$ cat config.mk
export PLATFORM = sky130hd
export DESIGN_NAME = seq_chain
export DESIGN_NICKNAME = d
export VERILOG_FILES = /design/src/rtl/seq_pkg.sv /design/src/rtl/seq_debounce.sv /design/src/rtl/seq_chain.sv
export SDC_FILE = /design/constraint.sdc
export NUM_CORES = 1
export LEC_CHECK = 0
export CORE_MARGIN = 2
export CORE_UTILIZATION = 56
export CTS_CLUSTER_DIAMETER = 100
export CTS_CLUSTER_SIZE = 16
export DETAILED_ROUTE_END_ITERATION = 7
export MAX_ROUTING_LAYER = met4
export PLACE_DENSITY_LB_ADDON = 0.3
export SLEW_MARGIN = 20
export SYNTH_ARGS = -nofsm -noshare
export SYNTH_HDL_FRONTEND = slang
export SYNTH_SLANG_ARGS = --single-unit
export TNS_END_PERCENT = 50
$ cat constraint.sdc
create_clock -name clk -period 1.6 [get_ports clk]
set_clock_uncertainty 0.1 [all_clocks]
set_input_delay 0.16 -clock clk [delete_from_list [all_inputs] [get_ports clk]]
set_output_delay 0.16 -clock clk [all_outputs]
set_load 0.02 [all_outputs]
$ cat src/rtl/seq_pkg.sv
// seq_pkg: shared definitions for the seq_chain antenna-path sequencer.
//   - seq_state_e    : 2-bit sequencer FSM state
//   - DEFAULT_INVERT : default per-stage polarity (stage 0 is an LNA-type stage)
//   - timer_width()  : width of the inter-stage step timer
package seq_pkg;

   typedef enum logic [1:0] {
      RX_IDLE  = 2'd0,
      KEY_UP   = 2'd1,
      TX       = 2'd2,
      KEY_DOWN = 2'd3
   } seq_state_e;

   localparam logic [15:0] DEFAULT_INVERT = 16'h0001;

   // The timer counts STEP_CYCLES-1 down to 0, so clog2(STEP_CYCLES) bits
   // suffice; STEP_CYCLES=1 still needs a one-bit vector.
   function automatic int unsigned timer_width(input int unsigned step_cycles);
      return (step_cycles > 1) ? $clog2(step_cycles) : 1;
   endfunction

endpackage

$ cat src/rtl/seq_debounce.sv
// seq_debounce: PTT input conditioning.
//   clk     in  system clock
//   reset   in  synchronous, active-low
//   ptt     in  asynchronous push-to-talk, active-low
//   ptt_req out 1 = transmit requested (synchronised and debounced)
// A 2-flop synchroniser feeds a disagreement counter; ptt_req flips on the
// edge after the synchronised level has disagreed with it for
// DEBOUNCE_CYCLES consecutive samples.
module seq_debounce #(
   parameter int unsigned DEBOUNCE_CYCLES = 2
) (
   input  logic clk,
   input  logic reset,
   input  logic ptt,
   output logic ptt_req
);

   localparam int unsigned CNT_W = 8;

   logic             sync1_q, sync2_q;
   logic [CNT_W-1:0] cnt_q, cnt_d;
   logic             ptt_req_q, ptt_req_d;
   logic             want_tx;

   assign want_tx = ~sync2_q;

   // NOTE: every signal written here gets a default first, so no path can
   // leave it unassigned and infer a latch.
   always_comb begin
      cnt_d     = '0;
      ptt_req_d = ptt_req_q;
      if (want_tx != ptt_req_q) begin
         if (cnt_q == CNT_W'(DEBOUNCE_CYCLES)) begin
            ptt_req_d = want_tx;
         end else begin
            cnt_d = cnt_q + CNT_W'(1);
         end
      end
   end

   // NOTE: state flops use non-blocking assignments so every flop samples
   // the pre-edge values, exactly like the hardware.
   always_ff @(posedge clk) begin
      if (!reset) begin
         sync1_q   <= 1'b1;
         sync2_q   <= 1'b1;
         cnt_q     <= '0;
         ptt_req_q <= 1'b0;
      end else begin
         sync1_q   <= ptt;
         sync2_q   <= sync1_q;
         cnt_q     <= cnt_d;
         ptt_req_q <= ptt_req_d;
      end
   end

   assign ptt_req = ptt_req_q;

endmodule

$ cat src/rtl/seq_chain.sv
// seq_chain: parametrised TX/RX antenna-path sequencer.
//   clk       in  system clock
//   reset     in  synchronous, active-low
//   ptt       in  asynchronous push-to-talk, active-low
//   inhibit   in  1 forces RX (acts like a PTT release)
//   stage_out out NUM_STAGES registered stage drives (act ^ INVERT)
//   tx_ready  out 1 while every stage is active
//   busy      out 1 while stepping stages up or down
// Active stages always form a contiguous prefix, so stepping is a one-bit
// shift of the active vector: at most one stage changes per edge.
module seq_chain
   import seq_pkg::*;
#(
   parameter int unsigned               NUM_STAGES      = 3,
   parameter int unsigned               STEP_CYCLES     = 5,
   parameter int unsigned               DEBOUNCE_CYCLES = 2,
   parameter logic [NUM_STAGES-1:0]     INVERT          = NUM_STAGES'(DEFAULT_INVERT)
) (
   input  logic                  clk,
   input  logic                  reset,
   input  logic                  ptt,
   input  logic                  inhibit,
   output logic [NUM_STAGES-1:0] stage_out,
   output logic                  tx_ready,
   output logic                  busy
);

   localparam int unsigned           TIMER_W      = timer_width(STEP_CYCLES);
   localparam logic [TIMER_W-1:0]    TIMER_RELOAD = TIMER_W'(STEP_CYCLES - 1);
   localparam logic [NUM_STAGES-1:0] ALL_ON       = '1;

   seq_state_e              state_q, state_d;
   logic [NUM_STAGES-1:0]   act_q, act_d;
   logic [TIMER_W-1:0]      timer_q, timer_d;
   logic [NUM_STAGES-1:0]   stage_out_q;
   logic                    tx_ready_q;
   logic                    ptt_req, tx_req, timer_done;
   logic [NUM_STAGES-1:0]   act_up, act_dn;

   seq_debounce #(
      .DEBOUNCE_CYCLES(DEBOUNCE_CYCLES)
   ) u_debounce (
      .clk    (clk),
      .reset  (reset),
      .ptt    (ptt),
      .ptt_req(ptt_req)
   );

   assign tx_req     = ptt_req & ~inhibit;
   assign timer_done = (timer_q == '0);
   assign act_up     = {act_q[NUM_STAGES-2:0], 1'b1};  // activate lowest inactive
   assign act_dn     = act_q >> 1;                      // drop highest active

   // Any direction change steps immediately and restarts the timer.
   always_comb begin
      state_d = state_q;
      act_d   = act_q;
      timer_d = timer_q;
      unique case (state_q)
         RX_IDLE: begin
            if (tx_req) begin
               act_d   = NUM_STAGES'(1);
               timer_d = TIMER_RELOAD;
               state_d = KEY_UP;
            end
         end
         KEY_UP: begin
            if (!tx_req) begin
               act_d   = act_dn;
               timer_d = TIMER_RELOAD;
               state_d = (act_dn == '0) ? RX_IDLE : KEY_DOWN;
            end else if (timer_done) begin
               act_d   = act_up;
               timer_d = TIMER_RELOAD;
               state_d = (act_up == ALL_ON) ? TX : KEY_UP;
            end else begin
               timer_d = timer_q - TIMER_W'(1);
            end
         end
         TX: begin
            if (!tx_req) begin
               act_d   = act_dn;
               timer_d = TIMER_RELOAD;
               state_d = KEY_DOWN;
            end
         end
         KEY_DOWN: begin
            if (tx_req) begin
               act_d   = act_up;
               timer_d = TIMER_RELOAD;
               state_d = (act_up == ALL_ON) ? TX : KEY_UP;
            end else if (timer_done) begin
               act_d   = act_dn;
               timer_d = TIMER_RELOAD;
               state_d = (act_dn == '0) ? RX_IDLE : KEY_DOWN;
            end else begin
               timer_d = timer_q - TIMER_W'(1);
            end
         end
         default: begin
            state_d = RX_IDLE;
            act_d   = '0;
         end
      endcase
   end

   // NOTE: reset drops every stage at once (no reverse ordering) and drives
   // the outputs to their RX polarity.
   always_ff @(posedge clk) begin
      if (!reset) begin
         state_q     <= RX_IDLE;
         act_q       <= '0;
         timer_q     <= '0;
         stage_out_q <= INVERT;
         tx_ready_q  <= 1'b0;
      end else begin
         state_q     <= state_d;
         act_q       <= act_d;
         timer_q     <= timer_d;
         stage_out_q <= act_d ^ INVERT;
         tx_ready_q  <= (state_d == TX);
      end
   end

   assign stage_out = stage_out_q;
   assign tx_ready  = tx_ready_q;
   assign busy      = (state_q == KEY_UP) || (state_q == KEY_DOWN);

endmodule

==> impl.org, run 1 <==
** Setup path
- Crit-path cells :: nor3_4 -> o221ai_1 -> a221oi_2 -> nor2b_1
- The worst setup path is launched from a flip-flop.
- The largest single stage delay on the critical path is 0.39 ns.
- The critical path in this run is classified as flip-flop to flip-flop.
- Highest fanout seen on the critical path :: 7
- Top Family by Delay on Critical Path :: compound AO/OA/AOI/OAI gates
- CP arrival :: 1.70 ns
- The worst setup path is captured at a flip-flop.
- Worst Path Required :: 1.74 ns
- Combined buffer and inverter count along the critical path :: 0
- Crit-path slowest cell :: dfxtp_1

** Yosys
- Number of enable-type register cells in the synthesized netlist :: 0
- The commonest cells after synthesis are dfxtp_1 (21), nor2_1 (13), nand3_1 (11).
- Sequential fraction of the synthesis area :: a little under two fifths
- Netlist area before placement :: between 1000 and 1500 sq um
- Most numerous cell in the Yosys netlist :: dfxtp_1
- Yosys printed 0 warnings.
- After synthesis, the largest area contributor takes up 38.1% of total cell area.
- Flops & latches, synth :: 21
- Area leader, netlist :: dfxtp_1
- Top area cells in the synthesized netlist :: dfxtp_1 (38%), nand3_1 (5.0%), nor2_1 (4.4%), xor2_1 (4.0%), nand2_1 (2.4%)
- Among all flip-flop cells after synthesis, the most frequent one is dfxtp_1.
- When the netlist entered floorplanning its net count stood at 132.
- In this run the mean area of a mapped cell was 8.77 sq um.
- Unique masters post-synth :: 46
- Syn Inst Count :: 126
- Post-synth ARST share :: 0%

** Global routing
- Number of global-route vias before repair :: roughly 870
- Aggregate global-route resource usage :: 22.1%
- The initial antenna violation count is 0.
- Pin count of the biggest net entering global routing :: 22
- The first global-routing pass estimated 3.97 mm of wire.
- Summed over all layers, the global routing overflow is 0.

** Power
- Peak supply drop :: 0.507 mV
- Power density over the cells :: between 600 and 700 nW/um^2
- Design Power :: 0.829 mW
- Summed over all cells, the static leakage comes to 0.500 nW.

** Place
- Before CTS, the worst setup slack after placement is -0.200 ns.
- Once detailed placement completed, the half-perimeter wirelength came to 1.69 mm.
- Area after DPL :: 1260 sq um
- Dpl cells :: ~160
- Routability-driven placement finished with a final weighted congestion of 0.894.
- During placement, the flow inserted port buffers numbering 8.

** Hold path
- Hold WC Path Type :: input port to flip-flop

** Drt
- In the routed design, unresolved DRC markers number 0.
- After detailed routing, the average wire length per cell comes to 14.1 um.
- Count of antenna-violating nets left after detailed routing :: 0
- Via count :: 983
- In the routed layout, each cell is associated on average with a via count of between 5 and 6.
- Drt first pass iters :: 4
- Total detailed-routing wirelength :: ~2.4 mm
- Iter 0 DRT Violations :: 52

** Timing
- Setup violations remaining at the end of the flow were counted as 0.
- Share of the clock period used by the worst path after layout :: approximately 97%
- The tightest hold path in the finished design has a slack of 0.311 ns.
- Transition time of the tightest slew-check pin :: about 0.35 ns
- Timing would allow up to 642 MHz.
- The max-slew violation total from the final report is 0.
- After routing, the total negative slack on setup checks comes to 0 ns.
- The final count of hold timing violations is 0.
- Final setup slack of the worst path :: 0.0431 ns
- RSZ-0062 raised after global routing :: no
- After layout, the minimum clock period comes to ~1.6 ns.
- Remaining max-slew budget at the tightest pin :: 76.7%

** CTS
- CTS saw 21 sinks.
- After clock tree synthesis, the flow added hold-fix buffers numbering 0.
- TritonCTS clock tree :: done
- Clk buf depth :: 2
- Clock transition at the registers of the reported paths :: 0.13 ns
- The cell sitting at the root of the clock tree is a clkbuf_4.
- Clock latency on the worst-skew pair, taken at its later pin, is 0.30 ns.
- CTS built an H-tree with a depth of 1.
- In this run, CTS created clock tree buffers numbering 3.

** Final layout
- Number of antenna repair diodes :: 0
- With fillers left out, the area of the finished cells amounts to around 1300 sq um.
- Number of fillers in the final layout :: between 150 and 200
- Non-filler cells, final :: 168
- At the end of the flow, the number of nets in the layout was 148.
- Layout overhead on the synthesized area :: 18.2%
- Final core utilization :: 68.7%
- In the final layout, the share of cells above drive strength 1 is 20.6%.

** Floorplan
- The die is 48.4 um tall.
- Number of placement rows :: 16
- The initial utilization of the core area, before any placement, comes to about three fifths.
- Die W :: 48.4 um
- Die Outline Area :: between 2000 and 2500 sq um
- In this run the standard cell core region covers 1900 sq um.
- In this run the count of I/O pins placed on the die edge is 9.

** Flow run
- # Max-Cap Violations :: 0

** Outcome
- Result of the run :: completed
where the power goes:
part	leakage [nW]	internal [mW]	switching, mW	total, mW
Clock	0.0139	0.0949	0.172	0.266
Sequential	0.171	0.526	0.00208	0.529
Combinational	0.315	0.0182	0.0158	0.0339
worst paths after layout:
kind                                                    start                             to  slack [ns]  cells past startpoint
worst max-delay path                  timer_q[2]$_SDFFE_PN0P_            tx_ready$_SDFF_PN0_        0.04                      4
worst min-delay path                                      ptt  u_debounce.sync1_q$_SDFF_PN1_        0.31                      2
worst max register to register        timer_q[2]$_SDFFE_PN0P_            tx_ready$_SDFF_PN0_        0.04                      4
worst min register to register  u_debounce.sync1_q$_SDFF_PN1_  u_debounce.sync2_q$_SDFF_PN1_        0.34                      1
worst register-to-register path, cell delays in order, from the launching register on:
cell      delay [ns]
dfxtp_1         0.39
nor3_4          0.31
o221ai_1        0.20
a221oi_2        0.31
nor2b_1         0.18
final cells by class:
| cell class | count | area [sq um] | area share, % |
|---|---|---|---|
| Clock inverter | 1 | 7.51 | 0.575 |
| Sequential cell | 21 | 423 | 32.4 |
| Multi-Input combinational cell | 91 | 623 | 47.7 |
| Inverter | 2 | 7.51 | 0.575 |
| Clock buffer | 3 | 22.5 | 1.72 |
| Timing Repair Buffer | 23 | 189 | 14.5 |
| Tap cell | 27 | 33.8 | 2.59 |
timing repair:
| action | 4_1_cts | 5_1_grt |
|---|---|---|
| setup endpoints to repair | 4 | 10 |
| buffers inserted | 0 | 0 |
| pin swaps | 0 | 1 |
| gates resized for setup | 5 | 3 |
flip-flops by register name, indices dropped and copies added, names as in the netlist:
signal              count
tx_ready                1
u_debounce.ptt_req      1
u_debounce.sync2_q      1
u_debounce.sync1_q      1
act_q                   3
state_q                 2
stage_out               1
timer_q                 3
u_debounce.cnt_q        8
cells by family (layout without fill, tap and decap cells):
family	after synthesis	after routing	synth area share, %
fa+ha+maj	2	2	2.26
compound gates	23	23	16.6
flops	21	21	38.1
xor+xnor	8	8	7.02
buf+inv	14	29	7.02
simple gates	58	58	29.0
per-layer routing:
layer  routed length, um  GRT usage [%]  vias up
met5                   0              -        -
met1                1090           29.4      463
met3                 112           4.32        0
met2                1170           35.2       32
li1                    -              -      488
met4                   0           5.24        0
cells in the final DEF, fill, tap and decap left out, types with 2 or more instances in the layout:
cell type	Yosys	layout
dfxtp_1	21	19
a21oi_1	3	3
clkbuf_4	0	3
or3_1	2	2
xnor2_1	2	2
ha_1	2	2
o221ai_1	2	2
nor3_1	5	5
nand3_1	11	11
dfxtp_2	0	2
nand2_1	7	7
nor3b_1	2	2
buf_4	3	15
inv_1	2	2
and3_1	4	4
xor2_1	5	5
dlygate4sd2_1	0	3
nand2b_1	3	3
nor2_1	13	13
clkdlybuf4s50_1	0	5
a31oi_1	2	2
o31ai_1	2	2
o21ai_0	2	2
o2111ai_1	2	2
Power figures use the tool's default switching activity.
==> run 2: changes to the inputs <==
--- a/config.mk
+++ b/config.mk
@@ -7,11 +7,13 @@
 export LEC_CHECK = 0
 export CORE_MARGIN = 2
 export CORE_UTILIZATION = 56
+export CTS_BUF_LIST = sky130_fd_sc_hd__clkbuf_16
 export CTS_CLUSTER_DIAMETER = 100
 export CTS_CLUSTER_SIZE = 16
 export DETAILED_ROUTE_END_ITERATION = 7
 export MAX_ROUTING_LAYER = met4
 export PLACE_DENSITY_LB_ADDON = 0.3
+export REMOVE_ABC_BUFFERS = 1
 export SLEW_MARGIN = 20
 export SYNTH_ARGS = -nofsm -noshare
 export SYNTH_HDL_FRONTEND = slang
==> run 2 against run 1 <==
Via count up 1.6%. Largest cell class unchanged. Clock-buffer cell count is the same. Fmax decreased by 1.4%. Worst hold slack about the same. Cell area up 4.9%. Highest routed layer is now met4. Power grew 33%. Sequential share of layout area shrank 1.7 points. First-iteration DRC count is 29% lower. Critical path depth decreased by 3. Sequential power barely moved.
==> impl.org, run 2 (synthesis gave the netlist of run 1 again) <==
** Setup path
- At the worst endpoint, the arrival time is approximately 1.3 ns.
- The critical path ends at stage_out[2].
- The worst register-to-register path ends at state_q[0]$_SDFF_PN0_.
- Largest incremental delay on the critical path :: between 0.6 and 0.7 ns
- Reg-to-reg startpoint :: timer_q[1]$_SDFFE_PN0P_
- The number of cells on the worst reg-to-reg path is 3.
- The critical path goes through clkdlybuf4s50_1.
- Together, buffers and inverters on the worst path number 1.
- Cell count along the critical path :: 1
- Flop2flop setup slack :: ~0.070 ns
- In this run the worst path has a maximum fanout of 6.
- Data on the critical path is required at its endpoint by between 1 and 1.5 ns.
- Crit-path slowest cell :: clkdlybuf4s50_1
- Worst setup EP type :: output port
- Crit path launch :: act_q[2]$_SDFF_PN0_
- STA classifies the critical path startpoint as a flip-flop.
- Top Family by Delay on Critical Path :: buffers and inverters
- Worst Setup Path Type :: flip-flop to output port

** Floorplan
- Floorplan Core Area :: 1900 sq um
- Vertical die dimension :: 48.4 um
- Once the floorplan was initialized, standard cells occupied 58.1% of the core.
- In this run the count of I/O pins placed on the die edge is 9.
- Number of placement rows :: 16
- Die W :: 48.4 um
- Die Outline Area :: 2340 sq um

** Place
- HPWL after detailed placement :: about 1.7 mm
- Worst setup timing slack at the placement stage :: -0.182 ns
- Number of buffer cells added on primary ports :: 8
- Placer's final routability congestion estimate :: about 0.85

** Final layout
- Biggest register :: u_debounce.cnt_q
- The number of antenna diodes in the final layout is 0.
- The post-route netlist has 18.6% of its cells at a drive strength greater than 1.
- Most common cell after layout, fill and taps aside :: dfxtp_1
- Final Net Count :: roughly 150
- The largest registers in the layout are u_debounce.cnt_q x8, act_q x3, timer_q x3.
- Commonest cells after routing, fill and taps aside :: dfxtp_1 (21), buf_4 (14), nor2_1 (13)
- Compared with the post-synthesis result, the final layout area differs by 24.0%.
- The register with the most flip-flops in the layout has 8 of them.
- Number of fillers in the final layout :: approximately 150

** Global routing
- After global routing the overflow that remains totals 0.
- Global-route wire length before repair :: 4.00 mm
- Entering global routing, the biggest net connects 22 pins.
- Number of antenna violations at the first check in global routing :: 0
- Global routing used about 22% of the available tracks across all layers.
- Number of global-route vias before repair :: between 900 and 1000

** Timing
- Final setup slack of the worst path :: roughly 0.022 ns
- Share of the clock period used by the worst path after layout :: 98.6%
- Max Slew Vio Count :: 0
- RSZ-0062 raised after global routing :: yes
- Setup violations remaining at the end of the flow were counted as 0.
- FMAX :: roughly 630 MHz
- The routed design could run at a clock period as short as 1.58 ns.
- Final Hold Viols :: 0
- The worst pin sits at a relative slew slack of ~67%.
- Transition time of the tightest slew-check pin :: 0.492 ns

** Drt
- For this block, the routed nets add up to 2.41 mm of wire.
- After detailed routing, the average wire length per cell comes to around 14 um.
- Via count :: 999
- Remaining routing DRC violations :: 0
- Using the TritonRoute via totals, the vias-per-cell ratio works out to approximately 6.
- Count of antenna-violating nets left after detailed routing :: 0
- The first detailed-routing pass took 4 iterations.
- Iter 0 DRT Violations :: 37

** Power
- Power density over the cells :: 803 nW/um^2
- Peak supply drop :: 0.769 mV
- Leak :: 0.513 nW
- Design Power :: between 1 and 1.5 mW

** CTS
- In this run, CTS created clock tree buffers numbering 3.
- Clock transition at the registers of the reported paths :: ~0.060 ns
- TritonCTS clock tree :: done
- The longest clock path from root to sink contains 2 buffers.
- For this design, the sink count on the clock tree is 21.
- Cell at the root of the clock tree :: clkbuf_16
- Setup Fix Bufs, Post-CTS :: 0
- Clock Latency Late Sink :: 0.25 ns
- Total number of H-tree levels :: 1

** Flow run
- # Max-Cap Violations :: 0

** Outcome
- The flow ran to the end, and the final reports show no timing, DRC or antenna violations.

** Hold path
- The path class of the tightest hold or removal check is flip-flop to flip-flop.
==> run 2: what timing repair did <==
item / CTS / global route
resized for setup: 3 / 4
hold buffers: 0 / 0
setup endpoints to repair: 11 / 9
==> run 2: cell type report <==
| class | instances | area [sq um] | share of cell area [%] |
|---|---|---|---|
| inverters | 2 | 7.51 | 0.548 |
| flip-flops and latches | 21 | 420 | 30.7 |
| clock inverters | 1 | 7.51 | 0.548 |
| repair buffers | 22 | 183 | 13.3 |
| well taps | 27 | 33.8 | 2.47 |
| multi-input cells | 91 | 643 | 46.9 |
| clock buffers | 3 | 75.1 | 5.48 |
==> run 2: where the power goes <==
part | switching [mW] | internal (mW)
Clock | 0.197 | 0.338
Sequential | 0.00197 | 0.527
Combinational | 0.0166 | 0.0191
==> run 2: metrics by stage <==
step / utilization, % / area, sq um / hold slack, ns / TNS [ns] / cells
6_report: 72.0 / 1370 / 0.312 / 0 / 167
4_1_cts: 70.5 / 1340 / 0.316 / 0 / 167
2_1_floorplan: - / 1030 / 0.133 / -0.511 / 114
3_3_place_gp: 65.9 / 1250 / 0.290 / -0.843 / 163
5_1_grt: 72.0 / 1370 / 0.324 / -0.0129 / 167
3_5_place_dp: 65.9 / 1250 / 0.310 / -1.32 / 163
==> run 2: metal layers <==
layer / track usage (%) / wire [um] / share of wire (%) / vias up
li1: - / - / - / 486
met1: 26.8 / 1050 / 43 / 479
met2: 37.5 / 1230 / 51 / 28
met3: 2.78 / 77 / 3.2 / 6
met4: 11.0 / 50 / 2.1 / 0
met5: - / 0 / 0 / -
==> run 2: worst register-to-register path: cells and delay by family (launching register included) <==
family,cells,cell delay (ns)
compound gates,1,0.24
flops,1,0.37
simple gates,2,0.71
==> run 2: worst min path at each step <==
stage,startpoint,endpoint,slack [ns],depth (start not counted)
after global routing,u_debounce.sync1_q$_SDFF_PN1_,u_debounce.sync2_q$_SDFF_PN1_,0.32,1
after detailed placement,u_debounce.sync1_q$_SDFF_PN1_,u_debounce.sync2_q$_SDFF_PN1_,0.31,1
final,u_debounce.sync1_q$_SDFF_PN1_,u_debounce.sync2_q$_SDFF_PN1_,0.31,1
after CTS,u_debounce.sync1_q$_SDFF_PN1_,u_debounce.sync2_q$_SDFF_PN1_,0.32,1
after floorplan,reset,u_debounce.sync1_q$_SDFF_PN1_,0.13,1
after global placement,u_debounce.sync1_q$_SDFF_PN1_,u_debounce.sync2_q$_SDFF_PN1_,0.29,1
